<file path="src/rtl/mem_arbiter_if.sv">
// mem_arbiter_if: CPU, debug and memory-side signals of the shared memory arbiter.
interface mem_arbiter_if #(parameter int AW = 5, parameter int DW = 8);
  logic          cpu_req, cpu_we, cpu_ack, cpu_stall, cpu_halt;
  logic [AW-1:0] cpu_addr;
  logic [DW-1:0] cpu_wdata, cpu_rdata;
  logic          dbg_req, dbg_we, dbg_ack;
  logic [AW-1:0] dbg_addr;
  logic [DW-1:0] dbg_wdata, dbg_rdata;
  logic [AW-1:0] mem_addr;
  logic [DW-1:0] mem_wdata, mem_rdata;
  logic          mem_read, mem_write;
  modport slave (
    input  cpu_req, cpu_we, cpu_addr, cpu_wdata, cpu_halt,
    input  dbg_req, dbg_we, dbg_addr, dbg_wdata, mem_rdata,
    output cpu_rdata, cpu_ack, cpu_stall, dbg_rdata, dbg_ack,
    output mem_addr, mem_wdata, mem_read, mem_write
  );
  modport master (
    output cpu_req, cpu_we, cpu_addr, cpu_wdata, cpu_halt,
    output dbg_req, dbg_we, dbg_addr, dbg_wdata, mem_rdata,
    input  cpu_rdata, cpu_ack, cpu_stall, dbg_rdata, dbg_ack,
    input  mem_addr, mem_wdata, mem_read, mem_write
  );
endinterface

</file>
<file path="src/rtl/mem_arbiter.sv">
// mem_arbiter: round-robin sharing of the program/data memory between CPU and debug port.
// Define ARB_CPU_PRIO_EN for fixed priority where an eligible CPU always wins.
module mem_arbiter #(parameter int AW = 5, parameter int DW = 8) (
  input logic clk,
  input logic rst,
  mem_arbiter_if.slave bus
);
  typedef enum logic [1:0] {IDLE, ACC, DONE} state_t;
  state_t state;
  logic owner, we, dn, ce, de, go, sel, we_n;
  logic [AW-1:0] addr_n;
  logic [DW-1:0] wdata_n, cpu_q, dbg_q, rd;
`ifndef ARB_CPU_PRIO_EN
  logic last;
`endif
  always_comb begin
    dn = state == DONE;
    ce = bus.cpu_req & ~bus.cpu_halt & ~(dn & ~owner);
`ifdef ARB_CPU_PRIO_EN
    de = bus.dbg_req & ~(dn & owner) & ~(bus.cpu_req & ~bus.cpu_halt);
    sel = ~ce;
`else
    de = bus.dbg_req & ~(dn & owner);
    sel = ce & de ? ~last : de;
`endif
    go = (state != ACC) & (ce | de);
    we_n = sel ? bus.dbg_we : bus.cpu_we;
    addr_n = sel ? bus.dbg_addr : bus.cpu_addr;
    wdata_n = sel ? bus.dbg_wdata : bus.cpu_wdata;
    rd = we ? '0 : bus.mem_rdata;
    bus.cpu_stall = ce;
    bus.cpu_rdata = bus.cpu_ack ? rd : cpu_q;
    bus.dbg_rdata = bus.dbg_ack ? rd : dbg_q;
  end
  // owner: 0 = CPU, 1 = debug; DONE doubles as the arbitration slot for the next access
  always_ff @(posedge clk or posedge rst)
    if (rst) begin
      state <= IDLE;
      owner <= 1'b0;
`ifndef ARB_CPU_PRIO_EN
      last <= 1'b1;
`endif
      we <= 1'b0;
      cpu_q <= '0;
      dbg_q <= '0;
      bus.mem_addr <= '0;
      bus.mem_wdata <= '0;
      bus.mem_read <= 1'b0;
      bus.mem_write <= 1'b0;
      bus.cpu_ack <= 1'b0;
      bus.dbg_ack <= 1'b0;
    end else begin
      bus.cpu_ack <= 1'b0;
      bus.dbg_ack <= 1'b0;
      bus.mem_read <= 1'b0;
      bus.mem_write <= 1'b0;
      if (dn & ~owner) cpu_q <= rd;
      if (dn & owner) dbg_q <= rd;
      if (state == ACC) begin
        state <= DONE;
        bus.cpu_ack <= ~owner;
        bus.dbg_ack <= owner;
      end else if (go) begin
        state <= ACC;
        owner <= sel;
`ifndef ARB_CPU_PRIO_EN
        last <= sel;
`endif
        we <= we_n;
        bus.mem_addr <= addr_n;
        bus.mem_wdata <= wdata_n;
        bus.mem_read <= ~we_n;
        bus.mem_write <= we_n;
      end else state <= IDLE;
    end
endmodule

</file>
<file path="src/flat_wrapper.sv">
// flat-port wrapper written by rule: the top's interface ports become plain ports
module mem_arbiter_flat 
#(parameter int AW = 5, parameter int DW = 8)
  (clk, rst, bus_cpu_req, bus_cpu_we, bus_cpu_addr, bus_cpu_wdata, bus_cpu_halt, bus_dbg_req, bus_dbg_we, bus_dbg_addr, bus_dbg_wdata, bus_mem_rdata, bus_cpu_rdata, bus_cpu_ack, bus_cpu_stall, bus_dbg_rdata, bus_dbg_ack, bus_mem_addr, bus_mem_wdata, bus_mem_read, bus_mem_write);
  mem_arbiter_if #(.AW(AW), .DW(DW)) bus_i ();
  input logic clk;
  input logic rst;
  input wire logic [$bits(bus_i.cpu_req)-1:0] bus_cpu_req;
  input wire logic [$bits(bus_i.cpu_we)-1:0] bus_cpu_we;
  input wire logic [$bits(bus_i.cpu_addr)-1:0] bus_cpu_addr;
  input wire logic [$bits(bus_i.cpu_wdata)-1:0] bus_cpu_wdata;
  input wire logic [$bits(bus_i.cpu_halt)-1:0] bus_cpu_halt;
  input wire logic [$bits(bus_i.dbg_req)-1:0] bus_dbg_req;
  input wire logic [$bits(bus_i.dbg_we)-1:0] bus_dbg_we;
  input wire logic [$bits(bus_i.dbg_addr)-1:0] bus_dbg_addr;
  input wire logic [$bits(bus_i.dbg_wdata)-1:0] bus_dbg_wdata;
  input wire logic [$bits(bus_i.mem_rdata)-1:0] bus_mem_rdata;
  output wire logic [$bits(bus_i.cpu_rdata)-1:0] bus_cpu_rdata;
  output wire logic [$bits(bus_i.cpu_ack)-1:0] bus_cpu_ack;
  output wire logic [$bits(bus_i.cpu_stall)-1:0] bus_cpu_stall;
  output wire logic [$bits(bus_i.dbg_rdata)-1:0] bus_dbg_rdata;
  output wire logic [$bits(bus_i.dbg_ack)-1:0] bus_dbg_ack;
  output wire logic [$bits(bus_i.mem_addr)-1:0] bus_mem_addr;
  output wire logic [$bits(bus_i.mem_wdata)-1:0] bus_mem_wdata;
  output wire logic [$bits(bus_i.mem_read)-1:0] bus_mem_read;
  output wire logic [$bits(bus_i.mem_write)-1:0] bus_mem_write;
  assign bus_i.cpu_req = bus_cpu_req;
  assign bus_i.cpu_we = bus_cpu_we;
  assign bus_i.cpu_addr = bus_cpu_addr;
  assign bus_i.cpu_wdata = bus_cpu_wdata;
  assign bus_i.cpu_halt = bus_cpu_halt;
  assign bus_i.dbg_req = bus_dbg_req;
  assign bus_i.dbg_we = bus_dbg_we;
  assign bus_i.dbg_addr = bus_dbg_addr;
  assign bus_i.dbg_wdata = bus_dbg_wdata;
  assign bus_i.mem_rdata = bus_mem_rdata;
  assign bus_cpu_rdata = bus_i.cpu_rdata;
  assign bus_cpu_ack = bus_i.cpu_ack;
  assign bus_cpu_stall = bus_i.cpu_stall;
  assign bus_dbg_rdata = bus_i.dbg_rdata;
  assign bus_dbg_ack = bus_i.dbg_ack;
  assign bus_mem_addr = bus_i.mem_addr;
  assign bus_mem_wdata = bus_i.mem_wdata;
  assign bus_mem_read = bus_i.mem_read;
  assign bus_mem_write = bus_i.mem_write;
  mem_arbiter #(.AW(AW), .DW(DW)) u_core (.clk(clk), .rst(rst), .bus(bus_i));
endmodule
</file>
<file path="config.mk">
export PLATFORM = sky130hd
export DESIGN_NAME = mem_arbiter_flat
export DESIGN_NICKNAME = d
export VERILOG_FILES = /design/src/rtl/mem_arbiter_if.sv /design/src/rtl/mem_arbiter.sv /design/src/flat_wrapper.sv
export SDC_FILE = /design/constraint.sdc
export NUM_CORES = 1
export LEC_CHECK = 0
export ABC_AREA = 1
export BUFFER_PORTS_ARGS = -buffer_cell sky130_fd_sc_hd__buf_2
export CAP_MARGIN = 20
export CORE_MARGIN = 1.5
export CORE_UTILIZATION = 43
export CTS_CLUSTER_DIAMETER = 80
export DETAILED_ROUTE_END_ITERATION = 10
export PLACE_DENSITY = 0.79
export SLEW_MARGIN = 20
export SYNTH_ARGS = -nofsm -noshare
export SYNTH_HDL_FRONTEND = slang
export SYNTH_SLANG_ARGS = --single-unit
export TNS_END_PERCENT = 10
</file>
<file path="constraint.sdc">
create_clock -name clk -period 1.29 [get_ports clk]
set_input_delay 0.129 -clock clk [delete_from_list [all_inputs] [get_ports clk]]
set_output_delay 0.129 -clock clk [all_outputs]
set_load 0.02 [all_outputs]
</file>
Word level (Yosys, flattened, before mapping) --
Index checks and enable logic that the tools add are counted.
Storage, ports and cells: flip-flop bits (word level) 38, bits of input ports 41, output and inout port bits 34, logic and storage cells 46
Operators by class: eq/ne operators 3, muxes and demuxes 15, bitwise gates (word level) 15, reductions and logical operators 1
Operator list (count):
- 2-to-1 mux 8 bit | 4
- 2-to-1 mux 1 bit | 9
- bitwise AND 1 bit | 7
- inverter 1 bit | 7
- 2-to-1 mux 5 bit | 1
- equality test 2 x 1 -> 1 bit (second input constant) | 1
- equality test 2 bit (second input constant) | 1
- 2-to-1 mux 2 bit | 1
- != test 2 x 1 -> 1 bit (second input constant) | 1
- AND reduction 2 bit | 1
- bitwise OR 1 bit | 1

Depth between registers and ports, before layout --
depth after elaboration 10, mapped depth 9, mapped depth without buffers 8

Worst setup path before layout --
No wires, ideal clock.
path type register to output, from register u_core.bus.cpu_ack, to output bus_cpu_rdata[5], arrival 1359 ps, data required time 1161 ps, slack -198 ps, stages on the path, launching flop included 5, path buffers 2, cells stage by stage dfrtp_1 > clkbuf_1 > clkbuf_1 > nor2_1 > a21oi_1
Between the ends: word-level cells in the longest chain between the ends 1
Ends and longest elaborated chain:
- start, declared | RTL line mem_arbiter_if.sv:15 | output cpu_rdata, cpu_ack, cpu_stall, dbg_rdata, dbg_ack,
- start signal, assigned | RTL line mem_arbiter.sv:61 | bus.cpu_ack <= ~owner;
- 2-to-1 mux 8 bit | RTL line mem_arbiter.sv:32 | bus.cpu_rdata = bus.cpu_ack ? rd : cpu_q;
- end, declared | RTL line flat_wrapper.sv:18 | output wire logic [$bits(bus_i.cpu_rdata)-1:0] bus_cpu_rdata;
No other way between the ends.

Final worst setup path --
from register u_core.we, to output bus_cpu_rdata[7]
Between the ends: word-level cells in the longest chain between the ends 2
Ends and longest elaborated chain:
- start, declared | RTL line mem_arbiter.sv:10 | logic owner, we, dn, ce, de, go, sel, we_n;
- start signal, assigned | RTL line mem_arbiter.sv:69 | we <= we_n;
- 2-to-1 mux 8 bit | RTL line mem_arbiter.sv:30 | rd = we ? '0 : bus.mem_rdata;
- 2-to-1 mux 8 bit | RTL line mem_arbiter.sv:32
No other way between the ends.

==> reports/qor.csv <==
metric;value;unit
wl_per_cell;11.5;µm
peakVddDrop;1.17;mV
io_pins;75;
r2r_cells;8;
worst_clock_skew;0.0109;ns
fp.dieH;69.1;µm
synth_area_leaders;dfrtp_1 49%, nand2_1 14%, nand3_1 7.7%;
cp_max_fo;8;
hold_class;in2reg;
synth_top_family_by_area;simple AND/OR/NAND/NOR gates;
finalWeightedCongestion;0.815;
synth-compound-area-share;0.0993;
post-route-min-period;1.36;ns
wl;4.46;mm
holdPathEnd;u_core.bus.mem_addr[3]$_DFFE_PP0P_;
worstSetupStartpointType;register;
setup_violations;28;
detail_route.iter0.violations;90;
placed_cells;375;
ys_seq_elements;38;
cts.sinks;38;
hold_viol_final;0;
seqCellArea;953;µm²
die-area;0.00477;mm²
power.density;2550;mW/mm²
track_usage;0.204;
period_share;1.05;
p_leak;1.52;nW
fmax;0.736;GHz
firstDrtPassIters;4;
final_cell_mix;60 x nand2_1, 57 x buf_2, 36 x dfrtp_1, 33 x inv_1, 31 x buf_4;
path_class;reg2out;
rsz0062_at_grt;yes;
synth_top_area_cell;dfrtp_1;
vias_per_cell;4.74;
nets;379;
cap_violations;0;
syn-cell-area;0.00188;mm²
synthCells;246;
diodes;0;
dp_hpwl;3.17;mm
worst_slack;-0.0693;ns
fill_cells;369;
worstSkewPairLatency;0.29;ns
cpLargestDelayFamily;flip-flops;
synth.area.mux_share;0;
ys_seq_area_frac;0.507;
holdCritStartpoint;bus_cpu_addr[3];
final_common_cell;nand2_1;
tightest_slew;0.279;ns
ys_warn_count;0;
first_global_vias;1749;
required;1.16;ns
tritoncts;done;
crit_path_cell_trace;clkinv_4 -> nand2_2 -> a21oi_2 -> buf_6;
drive_gt1_frac;0.428;
multi_input_area;822;µm²
area_growth;44.4;%
drt.antenna.violating_nets;0;
syn-mean-instance-area;7.63;µm²
end_kind;output pin;
reg2reg_slack;-0.02;ns
worstHoldPathCells;5;
grt-ovfl-total;0;
yosysUniqueCellTypes;18;
core;0.00409;mm²
fin_area;0.00271;mm²
start_util;0.460;
slew-limit-headroom;0.814;
placed_cell_area;0.00242;mm²
yosys.area_share.simple;0.282;
synth-xor-area-share;0;
grt_pass1_wl;7.87;mm
core.rowCount;23;
cts_max_path_buffers;2;
root_buffer;clkbuf_8;
synth_top_area_share;0.493;
fin_cells;389;
status;finished, violations left;
die_w;69.1;µm
critical-path-max-stage-delay;0.42;ns
arrival;1.23;ns
htreeDepth;2;
cp.buffers_inverters;2;
antenna_found_initial;0;
violations;setup timing;
synthAdderAreaFrac;0;
path_clk_slew;0.07;ns
via_count;1842;
finalMaxSlewViolations;0;
cts_inserted_buffers;5;
r2r-start;u_core.owner$_DFFE_PP0P_;
total_power;6.91;mW
drcViolationCount;0;
crit_path_top_delay_cell;dfrtp_1;
syn-num-nets;287;
timing.rr.end;u_core.bus.mem_addr[0]$_DFFE_PP0P_;
grt_max_degree;39;
io_buffers;74;
==> power breakdown <==
part / internal (mW) / total (mW) / switching (mW) / leakage, nW
combinational: 1.63 / 3.96 / 2.33 / 0.997
clock: 0.435 / 0.820 / 0.384 / 0.0455
sequential: 1.76 / 2.13 / 0.369 / 0.474
==> kinds of logic after synthesis <==
| family | count (synthesis) |
|---|---|
| AOI/OAI and AO/OA | 35 |
| and+or+nand+nor | 123 |
| DFF | 38 |
| buffers and inverters | 50 |
==> timing repair <==
item,4_1_cts,5_1_grt
setup endpoints to repair,35,35
hold buffers,1,0
resized for setup,38,18
pin swaps,0,0
buffers inserted,1,4
hold endpoints to repair,37,0
==> cells in the mapped netlist, drive strengths merged <==
cell	number
clkbuf	6
dfrtp	37
nand2	72
nand3	31
o21ai	17
dfstp	1
a21oi	18
nor2	20
buf	5
inv	39
==> worst register-to-register path, stage by stage, from the launching register on <==
cell and delay, ns:
dfrtp_1 0.42, inv_2 0.10, nand3_4 0.08, buf_6 0.13
nand2_4 0.07, a21oi_4 0.06, inv_2 0.23, nand2_1 0.09
nand2_1 0.08
==> worst max path at each step <==
stage / to / depth (start not counted) / slack (ns) / from
floorplan: bus_dbg_rdata[0] / 3 / -0.03 / u_core.bus.dbg_ack$_DFF_PP0_
global placement: u_core.we$_DFFE_PP0P_ / 8 / -0.02 / u_core.state[0]$_DFF_PP0_
detailed placement: u_core.we$_DFFE_PP0P_ / 8 / -0.08 / u_core.state[0]$_DFF_PP0_
CTS: bus_dbg_rdata[3] / 4 / -0.10 / u_core.we$_DFFE_PP0P_
global route: bus_cpu_stall / 6 / -0.13 / u_core.owner$_DFFE_PP0P_
finish: bus_cpu_rdata[7] / 4 / -0.07 / u_core.we$_DFFE_PP0P_
==> stage by stage <==
| step | setup slack (ns) | hold slack, ns | setup TNS (ns) | util |
|---|---|---|---|---|
| 4_1_cts | -0.101 | 0.113 | -1.47 | 0.643 |
| 6_report | -0.0693 | 0.130 | -0.670 | 0.664 |
| 2_1_floorplan | -0.0343 | 0.309 | -0.692 | - |
| 5_1_grt | -0.134 | 0.150 | -3.42 | 0.664 |
| 3_5_place_dp | -0.0814 | 0.193 | -0.783 | 0.592 |
| 3_3_place_gp | -0.0249 | 0.189 | -0.0727 | 0.592 |
==> metal layers <==
metal | vias to the layer above | track usage | wire [µm]
li1 | 941 | - | -
met1 | 814 | 0.259 | 1980
met2 | 78 | 0.334 | 2080
met3 | 9 | 0.0453 | 301
met4 | 0 | 0.0850 | 90
met5 | - | 0 | 0
==> registers in the layout, summed over array words and instances, names as in the netlist <==
register,cells
u_core.bus.mem_write,1
u_core.bus.mem_addr,5
u_core.bus.mem_wdata,8
u_core.last,1
u_core.dbg_q,8
u_core.owner,1
u_core.bus.dbg_ack,1
u_core.bus.mem_read,1
u_core.cpu_q,8
u_core.state,2
u_core.we,1
u_core.bus.cpu_ack,1
==> layout make-up <==
cell class | count | share of cell area
flip-flops and latches | 38 | 0.351
multi-input cells | 158 | 0.303
repair buffers | 96 | 0.233
inverters | 39 | 0.0558
clock buffers | 8 | 0.0332
well taps | 50 | 0.0231
(Power assumes the default switching activity.)
